$ cat src/rtl/track_recorder.sv
// track_recorder: packs per-tick key presses into 16-bit track RAM words.
// One nibble per track, bit k = tick k of the word (bit 0 plays first).
//
// Ports:
//   CLOCK_50   system clock, rising edge
//   reset_n    synchronous active-low reset
//   tick       single-cycle game-tick pulse
//   start      pulse, begins a session (from IDLE or DONE)
//   stop       pulse, ends the session early
//   key_n[3:0] raw active-low keys, [3]->track1 ... [0]->track4
//   wr_en      one-cycle RAM write strobe
//   wr_addr    RAM address of the current write
//   wr_data    {track1, track2, track3, track4} nibbles
//   busy       high in ARM, RECORD and FLUSH
//   done       high in DONE
//   word_count words written this session
//
// Build option: define TRACK_RECORDER_EDGE_EN to capture press edges
// only; otherwise any cycle a key is down sets the track bit.
module track_recorder #(
  parameter int ADDR_W         = 7,
  parameter int DEPTH          = 128,
  parameter int TICKS_PER_WORD = 4
) (
  input  logic              CLOCK_50,
  input  logic              reset_n,
  input  logic              tick,
  input  logic              start,
  input  logic              stop,
  input  logic [3:0]        key_n,
  output logic              wr_en,
  output logic [ADDR_W-1:0] wr_addr,
  output logic [15:0]       wr_data,
  output logic              busy,
  output logic              done,
  output logic [ADDR_W:0]   word_count
);

  typedef enum logic [2:0] {
    S_IDLE,
    S_ARM,
    S_REC,
    S_FLUSH,
    S_DONE
  } state_t;

  state_t            state_q, state_d;
  logic [3:0]        s1_q, s2_q;
  logic [3:0]        latch_q, latch_d;
  logic [1:0]        idx_q, idx_d;
  logic [3:0][3:0]   pack_q, pack_d;
  logic              wr_q, wr_d;
  logic [ADDR_W-1:0] addr_q, addr_d;
  logic [ADDR_W:0]   cnt_q, cnt_d;

  logic [3:0]        p;
  logic [3:0]        hit;
  logic [3:0]        bits;
  logic              last_addr;

  assign p = ~s2_q;

`ifdef TRACK_RECORDER_EDGE_EN
  logic [3:0] pprev_q;

  always_ff @(posedge CLOCK_50) begin
    if (!reset_n) begin
      pprev_q <= '0;
    end else begin
      pprev_q <= p;
    end
  end

  assign hit = p & ~pprev_q;
`else
  assign hit = p;
`endif

  // Current-cycle press is folded in so the tick cycle itself counts.
  assign bits      = latch_q | hit;
  assign last_addr = (addr_q == ADDR_W'(DEPTH - 1));

  always_comb begin
    state_d = state_q;
    latch_d = latch_q;
    idx_d   = idx_q;
    pack_d  = pack_q;
    wr_d    = 1'b0;
    addr_d  = addr_q;
    cnt_d   = cnt_q;

    // Retire the write issued last cycle; the address holds at the end.
    if (wr_q) begin
      pack_d = '0;
      cnt_d  = cnt_q + 1'b1;
      if (!last_addr) begin
        addr_d = addr_q + 1'b1;
      end
    end

    unique case (state_q)
      S_IDLE, S_DONE: begin
        if (start) begin
          state_d = S_ARM;
          addr_d  = '0;
          cnt_d   = '0;
          latch_d = '0;
        end
      end
      S_ARM: begin
        if (stop) begin
          state_d = S_DONE;
        end else if (tick) begin
          state_d = S_REC;
          idx_d   = '0;
          latch_d = '0;
          pack_d  = '0;
        end
      end
      S_REC: begin
        latch_d = bits;
        if (tick) begin
          for (int i = 0; i < 4; i++) begin
            pack_d[i][idx_q] = bits[i];
          end
          latch_d = '0;
          idx_d   = idx_q + 1'b1;
          if (idx_q == 2'(TICKS_PER_WORD - 1)) begin
            wr_d = 1'b1;
          end
        end
        // Stop sees the index after any same-cycle tick.
        if (stop) begin
          if (idx_d != '0) begin
            state_d = S_FLUSH;
            wr_d    = 1'b1;
          end else begin
            state_d = S_DONE;
          end
        end
      end
      S_FLUSH: begin
        state_d = S_DONE;
      end
      default: begin
        state_d = S_IDLE;
      end
    endcase

    // Last address written: the track is full.
    if (wr_q && last_addr &&
        (state_q == S_REC || state_q == S_FLUSH)) begin
      state_d = S_DONE;
      wr_d    = 1'b0;
    end
  end

  always_ff @(posedge CLOCK_50) begin
    if (!reset_n) begin
      state_q <= S_IDLE;
      s1_q    <= '1;
      s2_q    <= '1;
      latch_q <= '0;
      idx_q   <= '0;
      pack_q  <= '0;
      wr_q    <= 1'b0;
      addr_q  <= '0;
      cnt_q   <= '0;
    end else begin
      state_q <= state_d;
      s1_q    <= key_n;
      s2_q    <= s1_q;
      latch_q <= latch_d;
      idx_q   <= idx_d;
      pack_q  <= pack_d;
      wr_q    <= wr_d;
      addr_q  <= addr_d;
      cnt_q   <= cnt_d;
    end
  end

  assign wr_en      = wr_q;
  assign wr_addr    = addr_q;
  assign wr_data    = wr_q ? pack_q : 16'h0000;
  assign busy       = (state_q == S_ARM) || (state_q == S_REC) ||
                      (state_q == S_FLUSH);
  assign done       = (state_q == S_DONE);
  assign word_count = cnt_q;

endmodule

$ cat config.mk
export PLATFORM = sky130hd
export DESIGN_NAME = track_recorder
export DESIGN_NICKNAME = d
export VERILOG_FILES = /design/src/rtl/track_recorder.sv
export SDC_FILE = /design/constraint.sdc
export NUM_CORES = 1
export LEC_CHECK = 0
export ABC_AREA = 1
export CAP_MARGIN = 10
export CORE_AREA = 2 2 72 87
export CTS_CLUSTER_DIAMETER = 40
export DETAILED_ROUTE_END_ITERATION = 7
export DIE_AREA = 0 0 74 89
export GPL_TIMING_DRIVEN = 0
export PLACE_DENSITY = 0.71
export SYNTH_ARGS = -nofsm -noshare
export SYNTH_HDL_FRONTEND = slang
export SYNTH_SLANG_ARGS = --single-unit
$ cat constraint.sdc
create_clock -name CLOCK_50 -period 3.1 [get_ports CLOCK_50]
set_clock_uncertainty 0.15 [all_clocks]
set_input_delay 0.465 -clock CLOCK_50 [delete_from_list [all_inputs] [get_ports CLOCK_50]]
set_output_delay 0.465 -clock CLOCK_50 [all_outputs]
set_load 0.1 [all_outputs]
==> results.py, run 1 <==
metrics = {
    "timing": {
        "tightest_slew_ps": 977,
        "hold_violations": 0,
        "post-route-period-util_pct": 90.3,
        "setup_tns_ps": 0,
        "rsz0062_at_grt": "false",
        "layout_min_cycle_time_ps": 2800,
        "maxSlewViolCount": 0,
        "fmax_mhz": 357,
        "relSlewSlack_pct": 34.6,
        "setup_viol": 0,
    },
    "cells_and_area": {
        "drive_above_1_share_pct": 8.45,
        "layout.nets": 441,
        "design_area_sq_um": 3130,
        "area_growth_pct": 24.3,
        "finalNonFillerCells": 506,
        "fin_util_pct": 55.3,
        "fillers": 577,
        "diodes": 0,
    },
    "yosys": {
        "post_synth_num_cell_types": 27,
        "avgSynthCellArea_sq_um": 6.68,
        "synth_cells": 377,
        "synth_area_sq_um": 2520,
        "syn_nets": 392,
        "synth-seq-area-share_pct": 38.9,
        "ys.warnings.count": 0,
        "synth_seq_cells": 49,
    },
    "cts": {
        "clock_path_buffers": 2,
        "cts_buffers": 5,
        "clk_pin_slew_worst_paths_ps": 80,
        "h-tree-depth": 2,
        "root_buffer": "clkbuf_8",
        "clkLatencyLatePin_ps": 300,
        "cts_sinks": 49,
        "holdBufCountCts": 0,
        "tritoncts": "done",
    },
    "power": {
        "p_int_mw": 0.873,
        "p_leak_nw": 1.62,
        "p_per_area_nw_per_um2": 386,
        "power_frac_comb_pct": 15.2,
        "power_switching_share_pct": 27.7,
        "ir_drop_mv": 0.208,
        "clkPwrFrac_pct": 31.1,
        "switchingPower_mw": 0.335,
        "p_seq_share_pct": 53.8,
    },
    "floorplanning": {
        "ioPinCount": 43,
        "rows": 30,
        "die_w_um": 74,
        "core_area_sq_um": 5670,
        "die_y_um": 89,
        "fp.dieArea_sq_um": 6590,
        "initial_core_util_pct": 44.5,
    },
    "setup_path": {
        "crit_type": "flop to primary output",
        "critPathArrivalTime_ps": 2180,
        "cp_top_family": "buffers and inverters",
        "crit_path_frequent_cell": "nor2_1",
        "worstSetupStartpointType": "flop",
        "path_cells": "nor2_1, nor2_1, clkdlybuf4s50_1",
        "slowest_stage": "clkdlybuf4s50_1",
        "path_buf_inv": 1,
        "cp-end-kind": "primary output",
        "cp_max_fo": 5,
        "critPathMaxStageDelay_ps": 1140,
        "required_ps": 2480,
    },
    "job": {
        "maxCapViolations": 0,
    },
    "placed_design": {
        "placedCellCount": 499,
        "placed_area_sq_um": 3040,
        "place.gp.congestion": 0.933,
        "buffer_ports.inserted": 42,
        "dp_hpwl_mm": 4.16,
    },
    "global_routing": {
        "grtUsageTotal_pct": 18.0,
        "grt_start_max_net_pins": 14,
        "grtUsageMet3_pct": 3.16,
        "antenna_found_initial": 0,
        "grt_pass1_wl_mm": 9.32,
        "overflow": 0,
        "met2_usage_pct": 32.1,
        "grtUsageMet1_pct": 20.6,
        "grt_pass1_vias": 2223,
        "top_usage_layer": "met2",
    },
    "routing": {
        "routed_wl_mm": 5.47,
        "dr_total_vias": 2407,
        "wire_per_inst_um": 10.8,
        "vias_per_cell": 4.76,
        "drt_iter0_drc": 99,
        "ant_nets": 0,
        "drc": 0,
        "first_pass_iters": 4,
    },
    "status": {
        "status": "completed",
    },
    "hold_path": {
        "hold_path.class": "flop to flop",
    },
}
routing by layer:
| metal | vias up | routed length [um] |
|---|---|---|
| met5 | - | 0 |
| met4 | 0 | 147 |
| met3 | 14 | 251 |
| met2 | 64 | 2700 |
| met1 | 1064 | 2380 |
| li1 | 1265 | - |
path summary, 6_finish.rpt:
path | from | end | slack [ps] | depth (start not counted)
min | s1_q[1] | s2_q[1] | 270 | 1
min reg2reg | s1_q[1] | s2_q[1] | 270 | 1
max reg2reg | idx_q[0] | state_q[1] | 1450 | 10
max | state_q[1] | busy | 300 | 3
synth_stat cells:
| library cell | count | share of area (%) |
|---|---|---|
| a21boi_0 | 1 | 0.30 |
| a21oi_1 | 28 | 5.6 |
| a21oi_4 | 1 | 0.65 |
| buf_2 | 1 | 0.20 |
| buf_4 | 4 | 1.2 |
| buf_6 | 2 | 0.89 |
| clkbuf_1 | 3 | 0.45 |
| dfxtp_1 | 49 | 39 |
| ha_1 | 6 | 3.0 |
| inv_1 | 61 | 9.1 |
| inv_2 | 6 | 0.89 |
| nand2_1 | 84 | 13 |
| nand2_2 | 2 | 0.50 |
| nand3_1 | 19 | 3.8 |
| nand3_4 | 1 | 0.70 |
| nand4_1 | 2 | 0.50 |
| nand4_2 | 1 | 0.50 |
| nor2_1 | 48 | 7.1 |
| nor2_2 | 2 | 0.50 |
| nor2_4 | 2 | 0.89 |
| nor3_1 | 4 | 0.79 |
| nor3b_1 | 2 | 0.60 |
| o211ai_1 | 1 | 0.30 |
| o21ai_0 | 25 | 5.0 |
| o21ai_1 | 11 | 2.2 |
| or2_2 | 8 | 2.0 |
| xor2_1 | 3 | 1.0 |
power by group through the flow:
| stage | logic (mW) | registers (mW) | clock network, mW |
|---|---|---|---|
| finish | 0.183 | 0.650 | 0.375 |
| global route | 0.200 | 0.652 | 0.411 |
| CTS | 0.183 | 0.650 | 0.389 |
| detailed placement | 0.182 | 0.665 | 0 |
| global placement | 0.180 | 0.664 | 0 |
| floorplan | 0.131 | 0.667 | 0 |
layout by cell type (no fill, tap or decap), types with 3 or more instances in the layout:
cell type / count
o21ai_1: 11
clkbuf_8: 6
a21oi_1: 28
nor3_1: 4
inv_2: 6
dfxtp_1: 49
nand3_1: 19
clkdlybuf4s50_1: 25
nor2_1: 48
inv_1: 61
or2_2: 8
clkbuf_1: 4
buf_4: 4
nand2_1: 84
ha_1: 6
xor2_1: 3
o21ai_0: 25
dlymetal6s2s_1: 7
dlygate4sd2_1: 10
per-stage QoR:
stage | power (mW) | hold WS, ps | worst slack, ps
final | 1.21 | 266 | 301
after detailed placement | 0.847 | 250 | 316
after CTS | 1.22 | 270 | 20.9
after global placement | 0.844 | 244 | 307
after floorplan | 0.797 | 243 | 326
after global routing | 1.26 | 277 | 129
what timing repair did:
action,in CTS,in global routing
endpoints found under the setup margin,10,7
buffers inserted,0,0
gates resized for setup,10,7
sequential cells by signal (all words and copies together), names as in the netlist:
| register | count |
|---|---|
| idx_q | 2 |
| latch_q | 4 |
| pack_q | 16 |
| s1_q | 4 |
| s2_q | 4 |
| state_q | 3 |
| word_count | 8 |
| wr_addr | 7 |
| wr_en | 1 |
final cells by class:
| cell class | count | area [sq um] | share of cell area (%) |
|---|---|---|---|
| Buffer | 10 | 68.8 | 2.20 |
| Clock buffer | 7 | 86.3 | 2.76 |
| Inverter | 67 | 251 | 8.03 |
| Multi-Input combinational cell | 251 | 1220 | 38.9 |
| Sequential cell | 49 | 981 | 31.3 |
| Tap cell | 80 | 100 | 3.20 |
| Timing Repair Buffer | 42 | 425 | 13.6 |
kinds of logic (layout without fill, tap and decap cells):
family	Yosys count	in the layout	synth area share (%)
fa+ha+maj	6	6	2.98
xor+xnor	3	3	1.04
simple gates	175	175	30.4
compound gates	67	67	14.0
flops	49	49	38.9
buf+inv	77	126	12.7
No activity file was read; power rests on OpenSTA's default activity.
==> run 2, diff against run 1 <==
SKIP_LAST_GASP = 1   (was default)
==> results of run 2 <==
Final layout, timing and power as in run 1 (identical DEF).
==> run 3, diff against run 2 <==
--- a/config.mk
+++ b/config.mk
@@ -15,3 +15,2 @@
 export PLACE_DENSITY = 0.71
-export SKIP_LAST_GASP = 1
 export SYNTH_ARGS = -nofsm -noshare
--- a/constraint.sdc
+++ b/constraint.sdc
@@ -4,2 +4,2 @@
 set_output_delay 0.465 -clock CLOCK_50 [all_outputs]
-set_load 0.1 [all_outputs]
+set_load 0.005 [all_outputs]
==> results.py, run 3 (synthesized netlist as in run 1, its figures left out) <==
metrics = {
    "global_routing": {
        "antenna_found_initial": 0,
        "grtUsageMet3_pct": 3.16,
        "overflow": 0,
        "grt_start_max_net_pins": 14,
        "grt_pass1_vias": 2227,
        "grtUsageMet1_pct": 20.7,
        "top_usage_layer": "met2",
        "grt_pass1_wl_mm": 9.33,
        "met2_usage_pct": 32.1,
        "grtUsageTotal_pct": 18.1,
    },
    "floorplanning": {
        "die_w_um": 74,
        "ioPinCount": 43,
        "core_area_sq_um": 5670,
        "fp.dieArea_sq_um": 6590,
        "initial_core_util_pct": 44.5,
        "rows": 30,
        "die_y_um": 89,
    },
    "routing": {
        "drc": 0,
        "vias_per_cell": 4.77,
        "drt_iter0_drc": 109,
        "dr_total_vias": 2414,
        "ant_nets": 0,
        "wire_per_inst_um": 10.8,
        "routed_wl_mm": 5.46,
        "first_pass_iters": 4,
    },
    "cells_and_area": {
        "regMostFlops": "pack_q",
        "largest_register_ff_count": 16,
        "final_cell_mix": "84 x nand2_1, 61 x inv_1, 49 x dfxtp_1",
        "layout.nets": 441,
        "design_area_sq_um": 3130,
        "diodes": 0,
        "drive_above_1_share_pct": 8.45,
        "layout_commonest_cell": "nand2_1",
        "area_growth_pct": 24.1,
    },
    "cts": {
        "clk_pin_slew_worst_paths_ps": 80,
        "h-tree-depth": 2,
        "tritoncts": "done",
        "post-cts-setup-buffers": 0,
        "root_buffer": "clkbuf_8",
        "holdBufCountCts": 0,
        "clkLatencyLatePin_ps": 300,
        "clock_path_buffers": 2,
        "cts_buffers": 5,
        "cts_resized": 0,
        "cts_sinks": 49,
    },
    "placed_design": {
        "placed_area_sq_um": 3040,
        "buffer_ports.inserted": 42,
        "dp_hpwl_mm": 4.16,
        "place.gp.congestion": 0.933,
    },
    "timing": {
        "tightest_slew_ps": 464,
        "relSlewSlack_pct": 69.1,
        "rsz0062_at_grt": "false",
        "hold_violations": 0,
        "maxSlewViolCount": 0,
        "fmax_mhz": 408,
        "post-route-period-util_pct": 79.0,
        "setup_viol": 0,
        "layout_min_cycle_time_ps": 2450,
        "setup_tns_ps": 0,
    },
    "job": {
        "maxCapViolations": 0,
    },
    "setup_path": {
        "cp-end-kind": "primary output",
        "critPathMaxStageDelay_ps": 490,
        "required_ps": 2480,
        "slowest_stage": "clkdlybuf4s50_1",
        "cp_max_fo": 10,
        "crit_type": "flop to primary output",
        "path_cells": "buf_4, clkbuf_1, nand2_1, inv_1, clkdlybuf4s50_1",
        "worstSetupStartpointType": "flop",
        "critPathArrivalTime_ps": 1830,
    },
    "status": {
        "status": "completed",
    },
    "power": {
        "p_leak_nw": 1.44,
        "p_per_area_nw_per_um2": 376,
        "ir_drop_mv": 0.208,
    },
    "hold_path": {
        "hold_path.class": "flop to flop",
    },
}
==> run 3: cell count changes in the layout (fill, tap and decap cells not counted), sizes merged <==
cell and change:
dlymetal6s2s -7, clkdlybuf4s50 +17, dlygate4sd2 -10
==> run 3: final cells by class <==
type                            instances  area, sq um
Buffer                                 10         68.8
Clock buffer                            7         86.3
Fill cell                             579         2540
Inverter                               67          251
Multi-Input combinational cell        251         1220
Sequential cell                        49          981
Tap cell                               80          100
Timing Repair Buffer                   42          420
==> run 3: path summary, 6_finish.rpt <==
check | startpoint | slack, ps | endpoint | cells past startpoint
setup reg to reg | wr_addr[0] | 1460 | wr_addr[5] | 7
hold / removal | s1_q[1] | 270 | s2_q[1] | 1
hold reg to reg | s1_q[1] | 270 | s2_q[1] | 1
setup / recovery | wr_en | 650 | wr_data[12] | 5
==> run 3: metrics by stage <==
stage                     power [mW]  hold slack (ps)  utilization (%)  cells  setup slack [ps]
after detailed placement       0.817              250             53.6    499               904
after global routing            1.23              277             55.2    506               480
after CTS                       1.19              270             55.2    506               600
after global placement         0.814              244             53.6    499               899
final                           1.18              266             55.2    506               651
after floorplan                0.767              243                -    377              1610
==> run 3: power breakdown <==
| part | internal (mW) | switching [mW] | total [mW] |
|---|---|---|---|
| sequential | 0.640 | 0.0101 | 0.650 |
| combinational | 0.0562 | 0.0966 | 0.153 |
| clock | 0.177 | 0.197 | 0.375 |
==> run 3: worst max-delay path: cells and delay by family (launching register included) <==
| family | cells | cell delay [ps] |
|---|---|---|
| buf+inv | 4 | 1090 |
| flops | 1 | 330 |
| simple gates | 1 | 110 |
==> run 3: per-layer routing <==
metal / share of wire, % / up-vias
met5: 0 / -
met4: 2.7 / 0
met3: 3.5 / 14
met2: 49 / 55
met1: 45 / 1078
li1: - / 1267
